==> src/rtl/pulsador_repeticion_pkg.sv <==
// pulsador_repeticion_pkg
// Shared definitions for the push-button pulse/auto-repeat block:
//   - canal_state_e : per-channel FSM state encoding (2 bits)
//   - BTN_*         : bit positions of each button on the 4-bit bus
//   - max_u         : elaboration-time helper used to size the counters
package pulsador_repeticion_pkg;

    typedef enum logic [1:0] {
        ST_IDLE      = 2'd0,
        ST_WAIT_HOLD = 2'd1,
        ST_REPEAT    = 2'd2
    } canal_state_e;

    localparam int unsigned BTN_UP    = 0;
    localparam int unsigned BTN_DOWN  = 1;
    localparam int unsigned BTN_LEFT  = 2;
    localparam int unsigned BTN_RIGHT = 3;

    localparam int unsigned NUM_BTN = 4;

    function automatic int unsigned max_u(input int unsigned a, input int unsigned b);
        return (a > b) ? a : b;
    endfunction

endpackage

==> src/rtl/pulsador_repeticion_if.sv <==
// pulsador_repeticion_if
// Button bus between the debouncer (master side) and the pulse generator
// (slave side).
//   btn_db    : debounced button levels, [0]=UP [1]=DOWN [2]=LEFT [3]=RIGHT
//   btn_pulse : one-cycle command pulse per channel
//   btn_held  : high while a channel is auto-repeating
interface pulsador_repeticion_if;

    logic [3:0] btn_db;
    logic [3:0] btn_pulse;
    logic [3:0] btn_held;

    modport master (
        output btn_db,
        input  btn_pulse,
        input  btn_held
    );

    modport slave (
        input  btn_db,
        output btn_pulse,
        output btn_held
    );

endinterface

==> src/rtl/pulsador_canal.sv <==
// pulsador_canal
// Single button channel: turns a debounced level into a press pulse and,
// when REPEAT_ON is set, typematic repeat pulses while the button stays down.
// Ports:
//   clk   : system clock
//   reset : synchronous active-low reset
//   btn   : debounced level of this button
//   pulse : registered one-cycle command pulse
//   held  : registered, high while the channel is in auto-repeat
module pulsador_canal
    import pulsador_repeticion_pkg::*;
#(
    parameter int unsigned HOLD_DELAY    = 50000000,
    parameter int unsigned REPEAT_PERIOD = 12500000,
    parameter bit          REPEAT_ON     = 1'b1
) (
    input  logic clk,
    input  logic reset,
    input  logic btn,
    output logic pulse,
    output logic held
);

    localparam int unsigned CNT_MAX = max_u(HOLD_DELAY, REPEAT_PERIOD);
    localparam int unsigned CNT_W   = (CNT_MAX > 1) ? $clog2(CNT_MAX) : 1;

    // Counter values on the edge that issues the next pulse.
    localparam logic [CNT_W-1:0] HOLD_LAST = CNT_W'(HOLD_DELAY - 1);
    localparam logic [CNT_W-1:0] REP_LAST  = CNT_W'(REPEAT_PERIOD - 1);

    canal_state_e     state_q;
    logic [CNT_W-1:0] cnt_q;
    logic             prev_q;
    logic             pulse_q;
    logic             held_q;

    always_ff @(posedge clk) begin
        if (!reset) begin
            state_q <= ST_IDLE;
            cnt_q   <= '0;
            // Treat the button as already down so a held button cannot fire
            // as soon as reset is released.
            prev_q  <= 1'b1;
            pulse_q <= 1'b0;
            held_q  <= 1'b0;
        end else begin
            prev_q  <= btn;
            pulse_q <= 1'b0;
            case (state_q)
                ST_IDLE: begin
                    cnt_q  <= '0;
                    held_q <= 1'b0;
                    if (btn && !prev_q) begin
                        pulse_q <= 1'b1;
                        if (REPEAT_ON) begin
                            state_q <= ST_WAIT_HOLD;
                        end
                    end
                end
                ST_WAIT_HOLD: begin
                    if (!btn) begin
                        state_q <= ST_IDLE;
                        cnt_q   <= '0;
                        held_q  <= 1'b0;
                    end else if (cnt_q == HOLD_LAST) begin
                        pulse_q <= 1'b1;
                        cnt_q   <= '0;
                        held_q  <= 1'b1;
                        state_q <= ST_REPEAT;
                    end else begin
                        cnt_q <= cnt_q + CNT_W'(1);
                    end
                end
                ST_REPEAT: begin
                    // Release is checked first so it beats a coincident repeat.
                    if (!btn) begin
                        state_q <= ST_IDLE;
                        cnt_q   <= '0;
                        held_q  <= 1'b0;
                    end else if (cnt_q == REP_LAST) begin
                        pulse_q <= 1'b1;
                        cnt_q   <= '0;
                        held_q  <= 1'b1;
                    end else begin
                        cnt_q  <= cnt_q + CNT_W'(1);
                        held_q <= 1'b1;
                    end
                end
                default: begin
                    state_q <= ST_IDLE;
                    cnt_q   <= '0;
                    held_q  <= 1'b0;
                end
            endcase
        end
    end

    assign pulse = pulse_q;
    assign held  = held_q;

endmodule

==> src/rtl/pulsador_repeticion.sv <==
// pulsador_repeticion
// Converts the four debounced button levels into command pulses with
// per-channel auto-repeat, for the clock/timer configuration FSM.
// Ports:
//   clk   : system clock
//   reset : synchronous active-low reset
//   bus   : button bus (slave side): btn_db in, btn_pulse / btn_held out
module pulsador_repeticion
    import pulsador_repeticion_pkg::*;
#(
    parameter int unsigned HOLD_DELAY    = 50000000,
    parameter int unsigned REPEAT_PERIOD = 12500000,
    parameter logic [3:0]  REPEAT_EN     = 4'b0011
) (
    input  logic                         clk,
    input  logic                         reset,
    pulsador_repeticion_if.slave         bus
);

    logic [NUM_BTN-1:0] pulse_w;
    logic [NUM_BTN-1:0] held_w;

    // Channels are fully independent; no priority between buttons.
    for (genvar i = 0; i < NUM_BTN; i++) begin : g_canal
        pulsador_canal #(
            .HOLD_DELAY    (HOLD_DELAY),
            .REPEAT_PERIOD (REPEAT_PERIOD),
            .REPEAT_ON     (REPEAT_EN[i])
        ) u_canal (
            .clk   (clk),
            .reset (reset),
            .btn   (bus.btn_db[i]),
            .pulse (pulse_w[i]),
            .held  (held_w[i])
        );
    end

    assign bus.btn_pulse = pulse_w;
    assign bus.btn_held  = held_w;

endmodule

==> src/flat_wrapper.sv <==
// flat-port wrapper written by rule: the top's interface ports become plain ports
module pulsador_repeticion_flat import pulsador_repeticion_pkg::*;
#(
    parameter int unsigned HOLD_DELAY    = 50000000,
    parameter int unsigned REPEAT_PERIOD = 12500000,
    parameter logic [3:0]  REPEAT_EN     = 4'b0011
)
  (clk, reset, bus_btn_db, bus_btn_pulse, bus_btn_held);
  pulsador_repeticion_if bus_i ();
  input  logic clk;
  input  logic reset;
  input wire logic [$bits(bus_i.btn_db)-1:0] bus_btn_db;
  output wire logic [$bits(bus_i.btn_pulse)-1:0] bus_btn_pulse;
  output wire logic [$bits(bus_i.btn_held)-1:0] bus_btn_held;
  assign bus_i.btn_db = bus_btn_db;
  assign bus_btn_pulse = bus_i.btn_pulse;
  assign bus_btn_held = bus_i.btn_held;
  pulsador_repeticion #(.HOLD_DELAY(HOLD_DELAY), .REPEAT_PERIOD(REPEAT_PERIOD), .REPEAT_EN(REPEAT_EN)) u_core (.clk(clk), .reset(reset), .bus(bus_i));
endmodule
==> config.mk <==
export PLATFORM = sky130hd
export DESIGN_NAME = pulsador_repeticion_flat
export DESIGN_NICKNAME = d
export VERILOG_FILES = /design/src/rtl/pulsador_repeticion_pkg.sv /design/src/rtl/pulsador_repeticion_if.sv /design/src/rtl/pulsador_canal.sv /design/src/rtl/pulsador_repeticion.sv /design/src/flat_wrapper.sv
export SDC_FILE = /design/constraint.sdc
export NUM_CORES = 1
export LEC_CHECK = 0
export CORE_MARGIN = 4
export CORE_UTILIZATION = 45
export CTS_CLUSTER_SIZE = 40
export DETAILED_ROUTE_END_ITERATION = 10
export PLACE_DENSITY = 0.62
export SLEW_MARGIN = 25
export SYNTH_ARGS = -nofsm -noshare
export SYNTH_HDL_FRONTEND = slang
export SYNTH_SLANG_ARGS = --single-unit
export TNS_END_PERCENT = 10
==> constraint.sdc <==
create_clock -name clk -period 2.3 [get_ports clk]
set_input_delay 0.46 -clock clk [delete_from_list [all_inputs] [get_ports clk]]
set_output_delay 0.46 -clock clk [all_outputs]
set_load 0.005 [all_outputs]
==> impl_metrics.env, run 1 <==
export IMPL_status="completed"
export IMPL_synth_compound_area_share_pct=6.57
export IMPL_grt_pass1_wl_um=10300
export IMPL_critPathRequiredTime_ps=2530
export IMPL_drt_iter0_drc=84
export IMPL_fillerInstances=627
export IMPL_route_detailed_wl_per_inst_um=12.2
export IMPL_grt_pass1_vias=2362
export IMPL_muxShareOfSynthArea_pct=0.317
export IMPL_finalHoldViolCount=0
export IMPL_ctsHoldBuffers=0
export IMPL_skew_ps=5.88
export IMPL_p_sw_share_pct=20.8
export IMPL_drc=0
export IMPL_max_freq_mhz=496
export IMPL_vdd_ir_drop_max_mv=0.328
export IMPL_hp_start="u_core.g_canal[0].u_canal.held"
export IMPL_yosysWarnings=0
export IMPL_endpoint_kind="register"
export IMPL_postRouteAntennaNets=0
export IMPL_timing_final_crit_share_pct=87.7
export IMPL_die_area_mm2=0.00843
export IMPL_place_congestion=0.828
export IMPL_hp_class="reg2reg"
export IMPL_synth_top_family_by_area="simple AND/OR/NAND/NOR gates"
export IMPL_totalWireLength_um=5720
export IMPL_ys_types=48
export IMPL_power_frac_comb_pct=2.4
export IMPL_path_clk_slew_ps=70
export IMPL_grt_max_degree=26
export IMPL_critPathLaunch="u_core.g_canal[0].u_canal.cnt_q[8]"
export IMPL_maxSlewViolCount=0
export IMPL_crit_arrival_ps=2250
export IMPL_synth_simple_area_share_pct=30.8
export IMPL_core_area_mm2=0.00679
export IMPL_timing_hold_ws_ps=461
export IMPL_clk_latency_ps=340
export IMPL_synthCells=354
export IMPL_cap_violations=0
export IMPL_num_vias=2413
export IMPL_grt_setup_unrepaired="false"
export IMPL_die_y_um=91.8
export IMPL_cts_path_max_buffers=2
export IMPL_p_switching_mw=0.451
export IMPL_core_rowCount=30
export IMPL_min_period_ps=2020
export IMPL_synth_xor_area_share_pct=12.2
export IMPL_crit_path_start_kind="register"
export IMPL_critPathMaxFanout=25
export IMPL_drive_gt1_share_pct=7.80
export IMPL_synth_seq_cells=66
export IMPL_p_per_area_mw_per_mm2=610
export IMPL_synthArstFlopShare_pct=0
export IMPL_ioPinCount=14
export IMPL_ys_seq_area_share_pct=41.8
export IMPL_fin_nets=385
export IMPL_power_frac_seq_pct=53.1
export IMPL_post_cts_resized=0
export IMPL_area_growth_pct=12.7
export IMPL_die_w_um=91.8
export IMPL_setup_viol=0
export IMPL_cts_root_buf="clkbuf_8"
export IMPL_n_antenna_cell=0
export IMPL_postSynthAreaPerCell_um2=8.93
export IMPL_crit_reg2reg_launch="u_core.g_canal[0].u_canal.cnt_q[8]"
export IMPL_synth_edf_count=0
export IMPL_io_buffers=11
export IMPL_avgViaCountPerCell=5.16
export IMPL_antenna_found_initial=0
export IMPL_firstDrtPassIters=4
export IMPL_grt_usage_pct=14.9
export IMPL_ys_flop_type="dfxtp_1"
export IMPL_crit_type="reg2reg"
export IMPL_dp_cells=454
export IMPL_fin_cells=468
export IMPL_cts_tree="done"
export IMPL_post_cts_buffers=0
export IMPL_grt_overflow=0
export IMPL_initial_core_util_pct=46.5
export IMPL_p_leak_nw=1.22
export IMPL_synth_fa_ha_area_share_pct=3.96
export IMPL_clkPwrFrac_pct=44.5
export IMPL_netlist_area_mm2=0.00316
export IMPL_fin_tns_setup_ps=0
export IMPL_cts_made_buffers=9
export IMPL_hpwlAfterDp_um=4010
export IMPL_internal_power_mw=1.72
export IMPL_h_tree_depth=3
export IMPL_cts_sinks=66
cell families (layout without fill, tap and decap cells):
group / after synthesis / after routing
and+or+nand+nor: 181 / 181
buffers and inverters: 23 / 40
DFF: 66 / 66
xor gates and xnor gates: 44 / 44
other: 1 / 2
AOI/OAI and AO/OA: 28 / 28
adders and majority gates: 10 / 10
muxes: 1 / 1
power groups by stage:
stage | clock network [mW] | registers, mW | logic (mW)
after floorplan | 0 | 1.18 | 0.0339
after global placement | 0 | 1.18 | 0.0516
after detailed placement | 0 | 1.18 | 0.0521
final | 0.966 | 1.15 | 0.0521
after global routing | 1.05 | 1.16 | 0.0591
after CTS | 1.00 | 1.15 | 0.0523
state kept, by name, indices dropped and copies added, names as in the netlist:
register                        flops
u_core.g_canal.u_canal.held         2
u_core.g_canal.u_canal.state_q      4
u_core.g_canal.u_canal.cnt_q       52
u_core.g_canal.u_canal.prev_q       4
u_core.g_canal.u_canal.pulse        4
cells in the final DEF (no fill, tap or decap), types with 2 or more instances in the layout:
master and n:
nand2_1 20, clkinv_2 2, and3_1 14, nand2b_1 7, o21a_1 2, conb_1 2
o21ai_0 6, a21boi_0 2, buf_12 2, nor2_1 55, ha_1 10, and4_1 6
xor2_1 31, a211oi_1 2, buf_4 6, clkdlybuf4s50_1 11, or4_1 2, dfxtp_1 66
and3b_1 2, nand4_1 17, nor4bb_1 2, xnor2_1 13, and2_1 5, a21oi_1 8
nor4_1 5, inv_1 7, nor3_1 5, or3_1 4, clkbuf_8 11, nand4b_1 3
nand3_1 25
synth_stat cells, types with 3 or more instances:
library cell  number  share of area [%]
dfxtp_1           66                 42
nor2_1            55                6.5
xor2_1            31                8.6
nand3_1           25                4.0
nand2_1           20                2.4
nand4_1           17                3.4
and3_1            14                2.8
xnor2_1           13                3.6
ha_1              10                4.0
a21oi_1            8                1.3
buf_4              8                1.9
inv_1              7               0.83
nand2b_1           7                1.4
and4_1             6                1.7
o21ai_0            6               0.95
and2_1             5               0.99
nor3_1             5               0.79
nor4_1             5               0.99
clkbuf_1           4               0.47
or3_1              4               0.79
nand4b_1           3               0.83
metal layers:
| metal | track usage, % | up-vias | share of wire [%] |
|---|---|---|---|
| met5 | 0 | - | 0 |
| met4 | 4.46 | 0 | 1.3 |
| met3 | 5.66 | 9 | 3.5 |
| met2 | 25.0 | 23 | 48 |
| met1 | 17.8 | 1124 | 48 |
| li1 | - | 1257 | - |
worst paths after layout:
check	cells after the start	slack, ps	to
max reg2reg	6	280	u_core.g_canal[0].u_canal.cnt_q[12]
max	6	280	u_core.g_canal[0].u_canal.cnt_q[12]
min reg2reg	2	460	u_core.g_canal[0].u_canal.held
min	2	460	u_core.g_canal[0].u_canal.held
critical path, stage by stage, from the launching register on:
cell and delay, ps:
dfxtp_1 360, or4b_1 550, nor4_2 220, nand3_1 260, a32oi_4 260, buf_12 200
nor2_1 60
area by class of cell:
cell class                 count  area (um^2)  share of cell area (%)
inverter                       7         26.3                   0.737
clock inverter                 3         40.0                    1.12
timing repair buffer          19          195                    5.48
clock buffer                  11          151                    4.25
multi-input combinational    266         1710                    48.0
sequential                    66         1320                    37.1
tap                           96          120                    3.37
stage by stage:
| stage | instance area (um^2) | power, mW | util, % | setup slack [ps] |
|---|---|---|---|---|
| final | 3560 | 2.17 | 52.5 | 283 |
| after detailed placement | 3370 | 1.23 | 49.7 | 269 |
| after CTS | 3560 | 2.21 | 52.5 | 277 |
| after global placement | 3370 | 1.23 | 49.7 | 299 |
| after global routing | 3560 | 2.26 | 52.5 | 168 |
| after floorplan | 3170 | 1.21 | - | 405 |
Note: power is estimated with default switching activity, not from simulation.
==> run 2, diff against run 1 <==
- ABC_AREA: not set -> 1
- CTS_BUF_LIST: not set -> sky130_fd_sc_hd__clkbuf_2 sky130_fd_sc_hd__clkbuf_4 sky130_fd_sc_hd__clkbuf_8
==> impl_metrics.env, run 2 <==
export IMPL_status="completed"
export IMPL_r2r_end="u_core.g_canal[1].u_canal.cnt_q[16]"
export IMPL_drc=0
export IMPL_ctsHoldBuffers=0
export IMPL_grt_max_degree=26
export IMPL_num_vias=3068
export IMPL_drive_gt1_share_pct=7.93
export IMPL_io_buffers=11
export IMPL_crit_slowest_cell="dfxtp_1"
export IMPL_yosys_area_top_type_share_pct=36.7
export IMPL_hp_class="reg2reg"
export IMPL_synthArstFlopShare_pct=0
export IMPL_p_per_area_mw_per_mm2=572
export IMPL_synth_seq_cells=66
export IMPL_fillerInstances=809
export IMPL_post_cts_buffers=0
export IMPL_n_antenna_cell=0
export IMPL_finalHoldViolCount=0
export IMPL_critPathRequiredTime_ps=2530
export IMPL_postSynthAreaPerCell_um2=6.83
export IMPL_cts_tree="done"
export IMPL_grt_pass1_wl_um=12700
export IMPL_final_common_cell="nand2_1"
export IMPL_cts_root_buf="clkbuf_8"
export IMPL_r2r_cells=10
export IMPL_synth_commonest_cells="nand2_1, nor2_1, dfxtp_1"
export IMPL_die_y_um=97.5
export IMPL_setup_viol=0
export IMPL_p_leak_nw=1.38
export IMPL_ys_types=26
export IMPL_drt_iter0_drc=121
export IMPL_clk_latency_ps=340
export IMPL_cpMostUsedCell="nand2_2"
export IMPL_die_w_um=97.5
export IMPL_regMostFlops="u_core.g_canal.u_canal.cnt_q"
export IMPL_totalWireLength_um=7260
export IMPL_ioPinCount=14
export IMPL_grt_pass1_vias=2859
export IMPL_cts_path_max_buffers=2
export IMPL_hold_depth=1
export IMPL_h_tree_depth=3
export IMPL_die_area_mm2=0.00950
export IMPL_antenna_found_initial=0
export IMPL_crit_path_max_incr_delay_ps=350
export IMPL_hp_start="u_core.g_canal[2].u_canal.prev_q"
export IMPL_vdd_ir_drop_max_mv=0.316
export IMPL_holdPathEnd="u_core.g_canal[2].u_canal.pulse"
export IMPL_max_freq_mhz=556
export IMPL_maxSlewViolCount=0
export IMPL_crit_path_start_kind="register"
export IMPL_postPlaceCellArea_mm2=0.00373
export IMPL_netlist_area_mm2=0.00360
export IMPL_power_total_mw=2.24
export IMPL_synth_most_common_cell="nand2_1"
export IMPL_fin_tns_setup_ps=0
export IMPL_crit_arrival_ps=2030
export IMPL_hpwlAfterDp_um=5470
export IMPL_fin_nets=553
export IMPL_cts_sinks=66
export IMPL_grt_overflow=0
export IMPL_synth_area_top_cells="dfxtp_1, nand2_1, nor2_1, inv_1, nand3_1"
export IMPL_route_detailed_wl_per_inst_um=11.3
export IMPL_rrSetupSlack_ps=500
export IMPL_largest_reg_flops=52
export IMPL_grt_usage_pct=16.0
export IMPL_layout_common_cells="nand2_1, nor2_1, dfxtp_1, inv_1, nand3_1"
export IMPL_crit_reg2reg_launch="u_core.g_canal[1].u_canal.cnt_q[0]"
export IMPL_ys_flop_type="dfxtp_1"
export IMPL_core_rowCount=32
export IMPL_post_cts_resized=0
export IMPL_crit_chain="ha_1, nand2_2, nor2_4, nand2_2, nor2_2, nand2_1, nand2_2, nand2_2, nand2_4, nor2_1"
export IMPL_core_area_mm2=0.00777
export IMPL_cap_violations=0
export IMPL_endpoint_kind="register"
export IMPL_place_congestion=0.889
export IMPL_area_growth_pct=8.65
export IMPL_timing_final_crit_share_pct=78.3
export IMPL_ys_seq_area_share_pct=36.7
export IMPL_fin_cells=644
export IMPL_grt_setup_unrepaired="false"
export IMPL_synthCells=527
export IMPL_yosysWarnings=0
export IMPL_crit_type="reg2reg"
export IMPL_yosysTopAreaCell="dfxtp_1"
export IMPL_dp_cells=628
export IMPL_firstDrtPassIters=5
export IMPL_min_period_ps=1800
export IMPL_synth_edf_count=0
export IMPL_cts_made_buffers=9
export IMPL_avgViaCountPerCell=4.76
export IMPL_stdcell_area_mm2=0.00391
export IMPL_critPathMaxFanout=25
export IMPL_skew_ps=10.6
export IMPL_postRouteAntennaNets=0
export IMPL_path_clk_slew_ps=80
export IMPL_initial_core_util_pct=46.4
==> run 2: cell types whose count changed after synthesis, sizes merged, moves of 11 or more <==
cell | previous run | this run
nor3 | 6 | 22
and3 | 14 | 0
inv | 7 | 65
nor2 | 55 | 106
nand2 | 20 | 134
xor2 | 31 | 19
nand3 | 25 | 36
==> run 2: layout make-up <==
class / count / area (um^2) / area share, %
clock buffer: 10 / 138 / 3.52
clock inverter: 6 / 41.3 / 1.06
inverter: 65 / 244 / 6.24
multi-input combinational: 384 / 1930 / 49.3
sequential: 66 / 1320 / 33.8
tap: 102 / 128 / 3.26
timing repair buffer: 11 / 110 / 2.81
==> run 2: worst max-delay path by stage <==
stage,start,endpoint,slack [ps]
after global placement,bus_btn_db[1],u_core.g_canal[1].u_canal.cnt_q[25],520
after CTS,u_core.g_canal[1].u_canal.cnt_q[0],u_core.g_canal[1].u_canal.cnt_q[16],460
final,u_core.g_canal[1].u_canal.cnt_q[0],u_core.g_canal[1].u_canal.cnt_q[16],500
after global routing,u_core.g_canal[1].u_canal.cnt_q[0],u_core.g_canal[1].u_canal.cnt_q[16],280
after detailed placement,bus_btn_db[1],u_core.g_canal[1].u_canal.cnt_q[16],440
after floorplan,u_core.g_canal[1].u_canal.cnt_q[0],u_core.g_canal[1].u_canal.cnt_q[23],770
==> run 2: metal layers <==
layer	wire length (um)	share of wire (%)	global-route usage (%)
met5	0	0	0
met4	127	1.7	5.86
met3	261	3.6	3.59
met2	3190	44	25.0
met1	3680	51	21.6
==> run 2: where the power goes <==
group	total, mW	internal (mW)	switching, mW
clock	0.883	0.420	0.464
sequential	1.18	1.16	0.0157
combinational	0.177	0.0709	0.106
total	2.24	1.65	0.586
==> run 2: through the flow <==
stage          util (%)  worst slack [ps]  hold slack, ps
2_1_floorplan         -               765             375
3_3_place_gp       48.1               519             379
3_5_place_dp       48.1               439             392
4_1_cts            50.4               459             404
5_1_grt            50.4               278             411
6_report           50.4               500             395
==> run 2: kinds of logic (layout without fill, tap and decap cells) <==
kind of cell,count (synthesis),count (layout),synth area share (%)
DFF,66,66,36.7
and+or+nand+nor,315,315,38.9
AOI/OAI and AO/OA,29,29,4.24
buffers and inverters,78,92,9.80
xor gates and xnor gates,28,28,6.81
adders and majority gates,10,10,3.47
other,1,2,0.104
==> run 2: worst max-delay path: cells and delay by family (launching register included) <==
| kind | cells | cell delay, ps |
|---|---|---|
| adders and majority gates | 1 | 220 |
| and+or+nand+nor | 9 | 1100 |
| DFF | 1 | 350 |
==> run 3, diff against run 2 <==
- PLACE_DENSITY: 0.62 -> 0.64
- clock period: 2.3 -> 1.63 ns (I/O delays scaled with it)
==> impl_metrics.env, run 3 (same netlist as run 2, synthesis figures left out) <==
export IMPL_grt_max_degree=26
export IMPL_ioPinCount=14
export IMPL_cts_made_buffers=9
export IMPL_power_frac_comb_pct=9.2
export IMPL_setup_ws_ps=84.0
export IMPL_crit_slowest_cell="dfxtp_1"
export IMPL_cp_depth=8
export IMPL_grt_pass1_vias=3170
export IMPL_critPathRequiredTime_ps=1920
export IMPL_route_detailed_wl_per_inst_um=12.4
export IMPL_cts_path_max_buffers=2
export IMPL_firstDrtPassIters=6
export IMPL_setup_viol=0
export IMPL_clk_latency_ps=350
export IMPL_regMostFlops="u_core.g_canal.u_canal.cnt_q"
export IMPL_drive_gt1_share_pct=17.7
export IMPL_grt_overflow=0
export IMPL_cap_violations=0
export IMPL_crit_path_max_incr_delay_ps=400
export IMPL_path_clk_slew_ps=90
export IMPL_multi_input_area_mm2=0.00206
export IMPL_layout_common_cells="nand2_1, nor2_1, inv_1, dfxtp_1, buf_4"
export IMPL_cts_root_buf="clkbuf_8"
export IMPL_grt_usage_pct=17.5
export IMPL_crit_chain="nand2_1, nor2_2, nand3_1, nor2_2, nand2_1, o21ai_0, nand2_1, nor2_1"
export IMPL_crit_arrival_ps=1840
export IMPL_dp_cells=662
export IMPL_vdd_ir_drop_max_mv=0.362
export IMPL_p_sw_share_pct=24.8
export IMPL_cpMostUsedCell="nand2_1"
export IMPL_totalWireLength_um=8470
export IMPL_clkPwrFrac_pct=46.5
export IMPL_num_vias=3380
export IMPL_max_freq_mhz=647
export IMPL_skew_ps=13.8
export IMPL_die_y_um=97.5
export IMPL_place_congestion=0.953
export IMPL_critical_path_buf_inv_count=0
export IMPL_path_delay_family="simple AND/OR/NAND/NOR gates"
export IMPL_area_growth_pct=23.0
export IMPL_grt_pass1_wl_um=14000
export IMPL_hp_class="reg2reg"
export IMPL_drt_iter0_drc=138
export IMPL_critPathMaxFanout=4
export IMPL_fin_nets=594
export IMPL_initial_core_util_pct=46.4
export IMPL_min_period_ps=1550
export IMPL_status="completed"
export IMPL_finalHoldViolCount=0
export IMPL_p_switching_mw=0.931
export IMPL_die_w_um=97.5
export IMPL_power_frac_seq_pct=44.3
export IMPL_die_area_mm2=0.00950
export IMPL_p_leak_nw=1.61
export IMPL_h_tree_depth=3
export IMPL_cts_tree="done"
export IMPL_r2r_cells=8
export IMPL_regArea_mm2=0.00133
export IMPL_ctsHoldBuffers=0
export IMPL_postRouteAntennaNets=0
export IMPL_grt_setup_unrepaired="true"
export IMPL_drc=0
export IMPL_largest_reg_flops=52
export IMPL_fin_cells=685
export IMPL_final_common_cell="nand2_1"
export IMPL_hold_depth=1
export IMPL_core_area_mm2=0.00777
export IMPL_n_antenna_cell=0
export IMPL_fillerInstances=761
export IMPL_crit_type="reg2reg"
export IMPL_internal_power_mw=2.82
export IMPL_antenna_found_initial=0
export IMPL_core_rowCount=32
export IMPL_cts_sinks=66
export IMPL_crit_path_start_kind="register"
export IMPL_p_per_area_mw_per_mm2=847
export IMPL_endpoint_kind="register"
export IMPL_timing_final_crit_share_pct=94.8
export IMPL_hpwlAfterDp_um=6150
export IMPL_dp_worst_setup_slack_ps=-63.5
export IMPL_maxSlewViolCount=0
export IMPL_io_buffers=11
export IMPL_avgViaCountPerCell=4.93
==> run 3: cell types whose count changed in the layout (fill, tap and decap cells not counted), sizes merged <==
cell	before	now
nand2	134	136
bufinv	0	3
clkinvlp	3	2
inv	66	67
buf	0	39
clkinv	2	0
clkbuf	10	9
==> run 3: metal layers <==
layer / part of all wire (%) / track usage (%) / vias to the layer above / wire length [um]
li1: - / - / 1734 / -
met1: 47 / 24.0 / 1541 / 4010
met2: 46 / 26.9 / 81 / 3860
met3: 4.3 / 2.94 / 24 / 364
met4: 2.7 / 7.45 / 0 / 228
met5: 0 / 0 / - / 0
==> run 3: final timing paths <==
check | from | end | slack, ps
max reg2reg | u_core.g_canal[1].u_canal.cnt_q[5] | u_core.g_canal[1].u_canal.cnt_q[18] | 80
min reg2reg | u_core.g_canal[2].u_canal.prev_q | u_core.g_canal[2].u_canal.pulse | 400
min | u_core.g_canal[2].u_canal.prev_q | u_core.g_canal[2].u_canal.pulse | 400
max | u_core.g_canal[1].u_canal.cnt_q[5] | u_core.g_canal[1].u_canal.cnt_q[18] | 80
==> run 3: area by class of cell <==
cell class                      instances  area share, %
Sequential cell                        66           29.9
Multi-Input combinational cell        386           46.6
Tap cell                              102           2.88
Clock buffer                            9           2.80
Inverter                               65           5.59
Timing Repair Buffer                   50           9.38
Clock inverter                          7           2.80
==> run 3: timing repair <==
item | in CTS | in global routing
gates resized for setup | 2 | 29
pin swaps | 0 | 10
buffers inserted | 0 | 5
gates cloned | 0 | 2
endpoints found under the setup margin | 24 | 56
==> run 3: per-stage QoR <==
step | power [mW] | util (%) | cell area, um^2 | hold slack [ps] | setup TNS [ps]
final | 3.75 | 57.0 | 4430 | 397 | 0
after detailed placement | 1.98 | 51.4 | 3990 | 388 | -1040
after floorplan | 1.89 | - | 3600 | 375 | 0
after global placement | 1.97 | 51.4 | 3990 | 381 | 0
after CTS | 3.74 | 54.8 | 4250 | 401 | 0
after global routing | 3.89 | 57.0 | 4430 | 414 | -524
==> run 3: power by group through the flow <==
stage / Combinational, mW / Sequential, mW / Clock (mW)
global route: 0.384 / 1.67 / 1.84
CTS: 0.292 / 1.66 / 1.78
floorplan: 0.198 / 1.70 / 0
finish: 0.345 / 1.66 / 1.74
global placement: 0.273 / 1.70 / 0
detailed placement: 0.278 / 1.70 / 0
